--- src/rtl/imdct_long_engine.sv ---
// rtl/imdct_long_engine.sv - 36-point long-block IMDCT engine, x[n] = sum_k X[k]*C[n][k]
//
// Ports:
//   clk, reset             clock, asynchronous active-high reset
//   start                  begin one frame (sampled only when idle)
//   busy, done             frame in progress / one-cycle completion pulse
//   rom_enable/rom_n/rom_k cosine ROM read strobe and {n,k} address; rom_data one cycle later
//   smp_rd_en/smp_addr     sample buffer read strobe and index k; smp_data one cycle later
//   out_valid/out_ready    result stream handshake
//   out_index/out_data     n of the current result and saturated x[n]
module imdct_long_engine #(
    parameter int DATA_W    = 18,
    parameter int FRAC_BITS = 16,
    parameter int N_OUT     = 36,
    parameter int N_IN      = 18
) (
    input  logic              clk,
    input  logic              reset,
    input  logic              start,
    output logic              busy,
    output logic              done,
    output logic              rom_enable,
    output logic [5:0]        rom_n,
    output logic [4:0]        rom_k,
    input  logic [DATA_W-1:0] rom_data,
    output logic              smp_rd_en,
    output logic [4:0]        smp_addr,
    input  logic [DATA_W-1:0] smp_data,
    output logic              out_valid,
    input  logic              out_ready,
    output logic [5:0]        out_index,
    output logic [DATA_W-1:0] out_data
);

    localparam int PROD_W = 2 * DATA_W;
    // 18 products of 2*DATA_W bits need 5 extra headroom bits
    localparam int ACC_W  = PROD_W + 5;

    localparam logic signed [ACC_W-1:0] SAT_MAX = ACC_W'((64'sd1 <<< (DATA_W - 1)) - 64'sd1);
    localparam logic signed [ACC_W-1:0] SAT_MIN = -SAT_MAX - ACC_W'(1);

    typedef enum logic [2:0] {
        S_IDLE,
        S_ISSUE,
        S_DRAIN,
        S_OUT,
        S_DONE
    } state_t;

    state_t                    state_q;
    logic [5:0]                n_q;
    logic [4:0]                k_q;
    logic                      drain_q;
    logic                      busy_q;
    logic                      done_q;
    logic                      rd_q;
    logic                      out_valid_q;
    logic [5:0]                out_index_q;
    logic [DATA_W-1:0]         out_data_q;
    logic signed [ACC_W-1:0]   acc_q;

    // Datapath pipeline: read issued (rd_q) -> data returned (rd_d1_q) -> product registered
    logic                      rd_d1_q;
    logic                      prod_vld_q;
    logic signed [PROD_W-1:0]  prod_q;

    logic signed [ACC_W-1:0]   acc_d;
    logic signed [ACC_W-1:0]   acc_shift;
    logic [DATA_W-1:0]         sat_val;

    assign busy       = busy_q;
    assign done       = done_q;
    assign rom_enable = rd_q;
    assign smp_rd_en  = rd_q;
    assign rom_n      = n_q;
    assign rom_k      = k_q;
    assign smp_addr   = k_q;
    assign out_valid  = out_valid_q;
    assign out_index  = out_index_q;
    assign out_data   = out_data_q;

    // Accumulator value including the product landing this cycle; the final
    // DRAIN cycle uses it so the last product reaches the result without an extra cycle.
    always_comb begin
        acc_d = acc_q;
        if (prod_vld_q) begin
            acc_d = acc_q + {{(ACC_W - PROD_W){prod_q[PROD_W-1]}}, prod_q};
        end
        acc_shift = acc_d >>> FRAC_BITS;
        if (acc_shift > SAT_MAX) begin
            sat_val = SAT_MAX[DATA_W-1:0];
        end else if (acc_shift < SAT_MIN) begin
            sat_val = SAT_MIN[DATA_W-1:0];
        end else begin
            sat_val = acc_shift[DATA_W-1:0];
        end
    end

    always_ff @(posedge clk or posedge reset) begin
        if (reset) begin
            rd_d1_q    <= 1'b0;
            prod_vld_q <= 1'b0;
            prod_q     <= '0;
        end else begin
            rd_d1_q    <= rd_q;
            prod_vld_q <= rd_d1_q;
            prod_q     <= $signed(rom_data) * $signed(smp_data);
        end
    end

    always_ff @(posedge clk or posedge reset) begin
        if (reset) begin
            state_q     <= S_IDLE;
            n_q         <= '0;
            k_q         <= '0;
            drain_q     <= 1'b0;
            busy_q      <= 1'b0;
            done_q      <= 1'b0;
            rd_q        <= 1'b0;
            out_valid_q <= 1'b0;
            out_index_q <= '0;
            out_data_q  <= '0;
            acc_q       <= '0;
        end else begin
            acc_q <= acc_d;
            case (state_q)
                S_IDLE: begin
                    done_q <= 1'b0;
                    if (start) begin
                        state_q <= S_ISSUE;
                        busy_q  <= 1'b1;
                        n_q     <= '0;
                        k_q     <= '0;
                        rd_q    <= 1'b1;
                        acc_q   <= '0;
                    end
                end
                S_ISSUE: begin
                    if (k_q == 5'(N_IN - 1)) begin
                        state_q <= S_DRAIN;
                        rd_q    <= 1'b0;
                        drain_q <= 1'b0;
                    end else begin
                        k_q <= k_q + 5'd1;
                    end
                end
                S_DRAIN: begin
                    if (drain_q) begin
                        state_q     <= S_OUT;
                        out_valid_q <= 1'b1;
                        out_index_q <= n_q;
                        out_data_q  <= sat_val;
                    end else begin
                        drain_q <= 1'b1;
                    end
                end
                S_OUT: begin
                    if (out_ready) begin
                        out_valid_q <= 1'b0;
                        if (n_q == 6'(N_OUT - 1)) begin
                            state_q <= S_DONE;
                            done_q  <= 1'b1;
                            busy_q  <= 1'b0;
                        end else begin
                            state_q <= S_ISSUE;
                            n_q     <= n_q + 6'd1;
                            k_q     <= '0;
                            rd_q    <= 1'b1;
                            acc_q   <= '0;
                        end
                    end
                end
                S_DONE: begin
                    done_q  <= 1'b0;
                    state_q <= S_IDLE;
                end
                default: begin
                    state_q <= S_IDLE;
                end
            endcase
        end
    end

endmodule

--- config.mk ---
export PLATFORM = sky130hd
export DESIGN_NAME = imdct_long_engine
export DESIGN_NICKNAME = d
export VERILOG_FILES = /design/src/rtl/imdct_long_engine.sv
export SDC_FILE = /design/constraint.sdc
export NUM_CORES = 1
export LEC_CHECK = 0
export CAP_MARGIN = 15
export CORE_MARGIN = 4
export CORE_UTILIZATION = 60
export CTS_CLUSTER_SIZE = 28
export DETAILED_ROUTE_END_ITERATION = 8
export GPL_ROUTABILITY_DRIVEN = 0
export GPL_TIMING_DRIVEN = 0
export PLACE_DENSITY = 0.79
export SYNTH_ARGS = -nofsm -noshare
export SYNTH_HDL_FRONTEND = slang
export SYNTH_SLANG_ARGS = --single-unit
--- constraint.sdc ---
create_clock -name clk -period 12 [get_ports clk]
set_input_delay 2.4 -clock clk [delete_from_list [all_inputs] [get_ports clk]]
set_output_delay 2.4 -clock clk [all_outputs]
set_load 0.05 [all_outputs]
## Yosys cells after proc, flatten, opt, wreduce, memory -nomap -nowiden

Index checks and enable logic that the tools add are counted.

| word-level totals | value |
|---|---|
| flip-flop bits (word level) | 122 |
| logic and storage cells | 86 |
| bits of input ports | 40 |
| output and inout bits | 45 |

| operators by class | value |
|---|---|
| multiplexer cells | 37 |
| reduce and logical (&&, ||, !) cells | 16 |
| $lt $le $gt $ge | 2 |
| $mul | 1 |
| $add $sub $neg | 3 |
| equality and inequality tests | 13 |

Operator list:

| cell | count |
|---|---|
| two-way mux 41 bit | 4 |
| one-hot mux 41 bit (2 select lines) | 1 |
| adder 41 bit | 1 |
| multiplier 18 x 18 -> 36 bit | 1 |
| two-way mux 18 bit | 2 |
| greater-than comparator 25 x 18 -> 1 bit (second input constant) | 1 |
| less-than comparator 25 x 18 -> 1 bit (second input constant) | 1 |
| two-way mux 5 bit | 4 |
| two-way mux 6 bit | 3 |
| two-way mux 3 bit | 5 |
| one-hot mux 5 bit (3 select lines) | 1 |
| inequality test 2 bit (second input constant) | 7 |
| one-hot mux 3 bit (4 select lines) | 1 |
| one-hot mux 6 bit (2 select lines) | 1 |
| AND reduction 4 bit | 3 |
| two-way mux 1 bit | 10 |
| AND reduction 5 bit | 2 |
| one-hot mux 1 bit (2 select lines) | 4 |
| nonzero test 2 bit | 4 |
| adder 6 x 1 -> 6 bit (second input constant) | 1 |
| equality test 3 x 2 -> 1 bit (second input constant) | 2 |
| equality test 6 bit (second input constant) | 1 |
| AND reduction 3 bit | 2 |
| adder 5 x 1 -> 5 bit (second input constant) | 1 |
| 8 further kinds | 9 |

## Longest topological paths before layout

| depth | value |
|---|---|
| word-level depth | 5 |
| mapped depth | 26 |
| gate-level depth less buffers | 25 |

## Worst setup path before layout

OpenSTA, ideal clock, no wires.

| timing path | value |
|---|---|
| path type | input to register |
| start | in rom_data[17] |
| end | reg prod_q[35] |
| buffers on the path | 2 |
| cell stages on the path | 26 |
| data required time | 11.920 ns |
| path slack | 3.741 ns |
| arrival | 8.179 ns |
| library setup time | 0.080 ns |
| path through | clkbuf_1 clkbuf_1 nand2_1 inv_1 fa_1 inv_1 fa_1 inv_1 ha_1 inv_1 fa_1 inv_1 fa_1 inv_1 fa_1 inv_1 ha_1 a21o_1 a21o_1 a21o_1 a21o_1 a21oi_1 a311o_1 o21ai_0 a21oi_1 xnor2_1 |

| on the way | value |
|---|---|
| word-level cells in the longest chain between the ends | 1 |

RTL lines:

| item | RTL line | text |
|---|---|---|
| start: declaration | 25 | `input logic [DATA_W-1:0] rom_data,` |
| multiplier 18 x 18 -> 36 bit | 107 | `prod_q <= $signed(rom_data) * $signed(smp_data);` |
| end signal: assignment | 107 |  |
| end: declaration | 65 | `logic signed [PROD_W-1:0] prod_q;` |

Every way passes these cells.
A chain may end at the register's enable or synchronous reset.

## Worst setup path in the final report

| timing path | value |
|---|---|
| start | in smp_data[3] |
| end | reg prod_q[35] |

| on the way | value |
|---|---|
| word-level cells in the longest chain between the ends | 1 |

RTL lines:

| item | RTL line | text |
|---|---|---|
| start: declaration | 28 | `input logic [DATA_W-1:0] smp_data,` |
| multiplier 18 x 18 -> 36 bit | 107 |  |

Every way passes these cells.

==> results.tsv <==
metric	value	unit
drive_gt1_share	4.24	%
pin_count	85	
ys_seq_elements	122	
avgViaCountPerCell	5.62	
outcome	completed	
fin_crit_sh	78.4	%
hp-start	rd_d1_q$_DFF_PP0_	
synth-seq-area-share	16.1	%
grt_start_max_net_pins	68	
worstPathRequired	12290	ps
clock_latency	430	ps
cts-root-buf	clkbuf_16	
cp_max_fo	10	
maxCapViolCount	0	
skew	13.0	ps
row_count	64	
syn2layout_area_growth	9.85	%
yosys-top-cells-count	inv_1 (372), fa_1 (330), nand2_1 (219)	
start_util	61.5	%
netlist_area	19000	um2
numCtsBuffers	17	
die_x	186	um
num-nets-final	2639	
crit_type	input pin to flip-flop	
drt_pass1_iterations	6	
antenna_found_initial	0	
dp_hpwl	37.1	mm
crit_path_end_kind	flip-flop	
tns	0	ps
synth_edf_count	0	
avgSynthCellArea	9.33	um2
min_path_type	flip-flop to flip-flop	
rrSetupSlack	7810	ps
ant_nets	0	
finalWorstSetupSlack	2590	ps
grt_pass1_vias	14900	
detail_route.wirelength	44.5	mm
drv_slew	0	
grt_pass1_wl	73.0	mm
post_cts_buffers	0	
synth_warnings	0	
htreeDepth	4	
cts_resized	0	
startpoint_type	input pin	
worstPathArrival	9700	ps
overflow	0	
clock_path_buffers	2	
synth_cells	2036	
min_delay_worst_endpoint	prod_vld_q$_DFF_PP0_	
vias	14300	
yosysTopAreaCell	fa_1	
place_area	20300	um2
setup_viol	0	
io_buffers	77	
r2r-end	out_data[7]$_DFFE_PP0P_	
max_slew_margin	37.7	%
synth_cell_types	77	
hold_violations	0	
dieArea	34600	um2
rsz0062_at_grt	false	
pre_cts_ws	2170	ps
clock-sinks	122	
timing.rr.start	acc_q[0]$_DFF_PP0_	
syn-num-nets	2542	
fp.coreArea	30900	um2
yosysMostFrequentCell	inv_1	
worstMarginPinSlew	922	ps
grt_usage	26.7	%
n_antenna_cell	0	
ctsHoldBuffers	0	
synth_top_area_share	34.8	%
whs_path_depth	0	
synthArstFlopShare	100	%
period_needed	9410	ps
wl_per_cell	17.5	um
max_freq	106	MHz
fin_area	20900	um2
cts.reportedPaths.clkPinSlew	60	ps
reg2regPathDepth	14	
synth_area_leaders	fa_1 (35%), dfrtp_1 (16%), ha_1 (9.0%), inv_1 (7.3%), and2_1 (5.5%)	
synth-main-ff-cell	dfrtp_1	
die_height	186	um
drtIter0Drc	1042	
route.detailed.drc	0	
cts_tree	built	
layout make-up:
cell class              instances  area, um2
multi-input cells            1460      14200
clock inverters                15        146
flip-flops and latches        122       3050
fillers                      2412      10000
repair buffers                 78        798
well taps                     396        495
inverters                     372       1400
plain buffers                  82        375
clock buffers                  17        425
cell families after synthesis:
kind of cell / count (synthesis) / synth area share (%)
flip-flops: 122 / 16.1
multiplexers: 32 / 1.70
XOR/XNOR: 78 / 3.64
adder cells (fa/ha/maj): 466 / 43.7
AO/OA/AOI/OAI: 268 / 9.87
buffers and inverters: 454 / 9.33
AND/OR/NAND/NOR: 616 / 15.7
sequential cells by signal, indices dropped and copies added (netlist names):
register / count
acc_q: 41
prod_q: 36
out_data: 18
out_index: 6
rom_n: 6
rom_k: 5
state_q: 3
busy: 1
done: 1
drain_q: 1
out_valid: 1
prod_vld_q: 1
rd_d1_q: 1
rom_enable: 1
worst max-delay path: stages:
cell and delay [ps]:
clkdlybuf4s50_1 790, clkbuf_1 470, nand2_1 260, fa_1 590, inv_1 140, fa_1 980
fa_1 550, fa_1 510, fa_1 490, inv_1 50, fa_1 470, inv_1 40
ha_1 360, nand3_1 150, nor2b_1 190, nand2_1 100, a211oi_1 210, nor2_1 140
a311o_1 330, o21ai_0 210, a21oi_1 110, xnor2_1 140
placed cells by master (no fill, tap or decap), drive strengths merged, types with 4 or more instances in the layout:
cell type	count
ha	136
a21oi	80
o2bb2ai	17
o21a	13
nor2	130
nand2b	11
buf	24
clkdlybuf4s50	77
nand2	220
xnor2	52
nand3	19
nand4	16
o211ai	11
or2	4
nor2b	7
o21ai	51
and3	10
a21o	33
fa	330
nor3	13
xor2	26
nor4	6
and2	168
dfrtp	122
clkbuf	76
mux2i	30
a211oi	9
o21bai	14
a31oi	13
inv	383
how the worst max path moves through the flow:
stage	start	end	depth (start not counted)
after floorplan	rom_data[17]	prod_q[35]$_DFF_PP0_	26
after global placement	smp_data[0]	prod_q[35]$_DFF_PP0_	26
after detailed placement	smp_data[0]	prod_q[35]$_DFF_PP0_	26
after CTS	smp_data[0]	prod_q[35]$_DFF_PP0_	26
after global routing	smp_data[0]	prod_q[35]$_DFF_PP0_	26
final	smp_data[3]	prod_q[35]$_DFF_PP0_	22
per-layer routing:
layer	up-vias	routed length, um	global-route usage [%]
met5	-	0	0
li1	6560	-	-
met4	0	1800	11.3
met3	118	3560	4.85
met2	604	20500	42.7
met1	7006	18600	36.4
through the flow:
| step | cells | util (%) | hold WS (ps) |
|---|---|---|---|
| after floorplan | 2036 | - | 331 |
| after global placement | 2509 | 65.6 | 337 |
| after detailed placement | 2510 | 65.7 | 354 |
| after CTS | 2542 | 67.5 | 369 |
| after global routing | 2542 | 67.5 | 391 |
| final | 2542 | 67.5 | 363 |
Power is not shown: default switching activity piles up to over one toggle a cycle in this logic, so the estimate is an artifact.
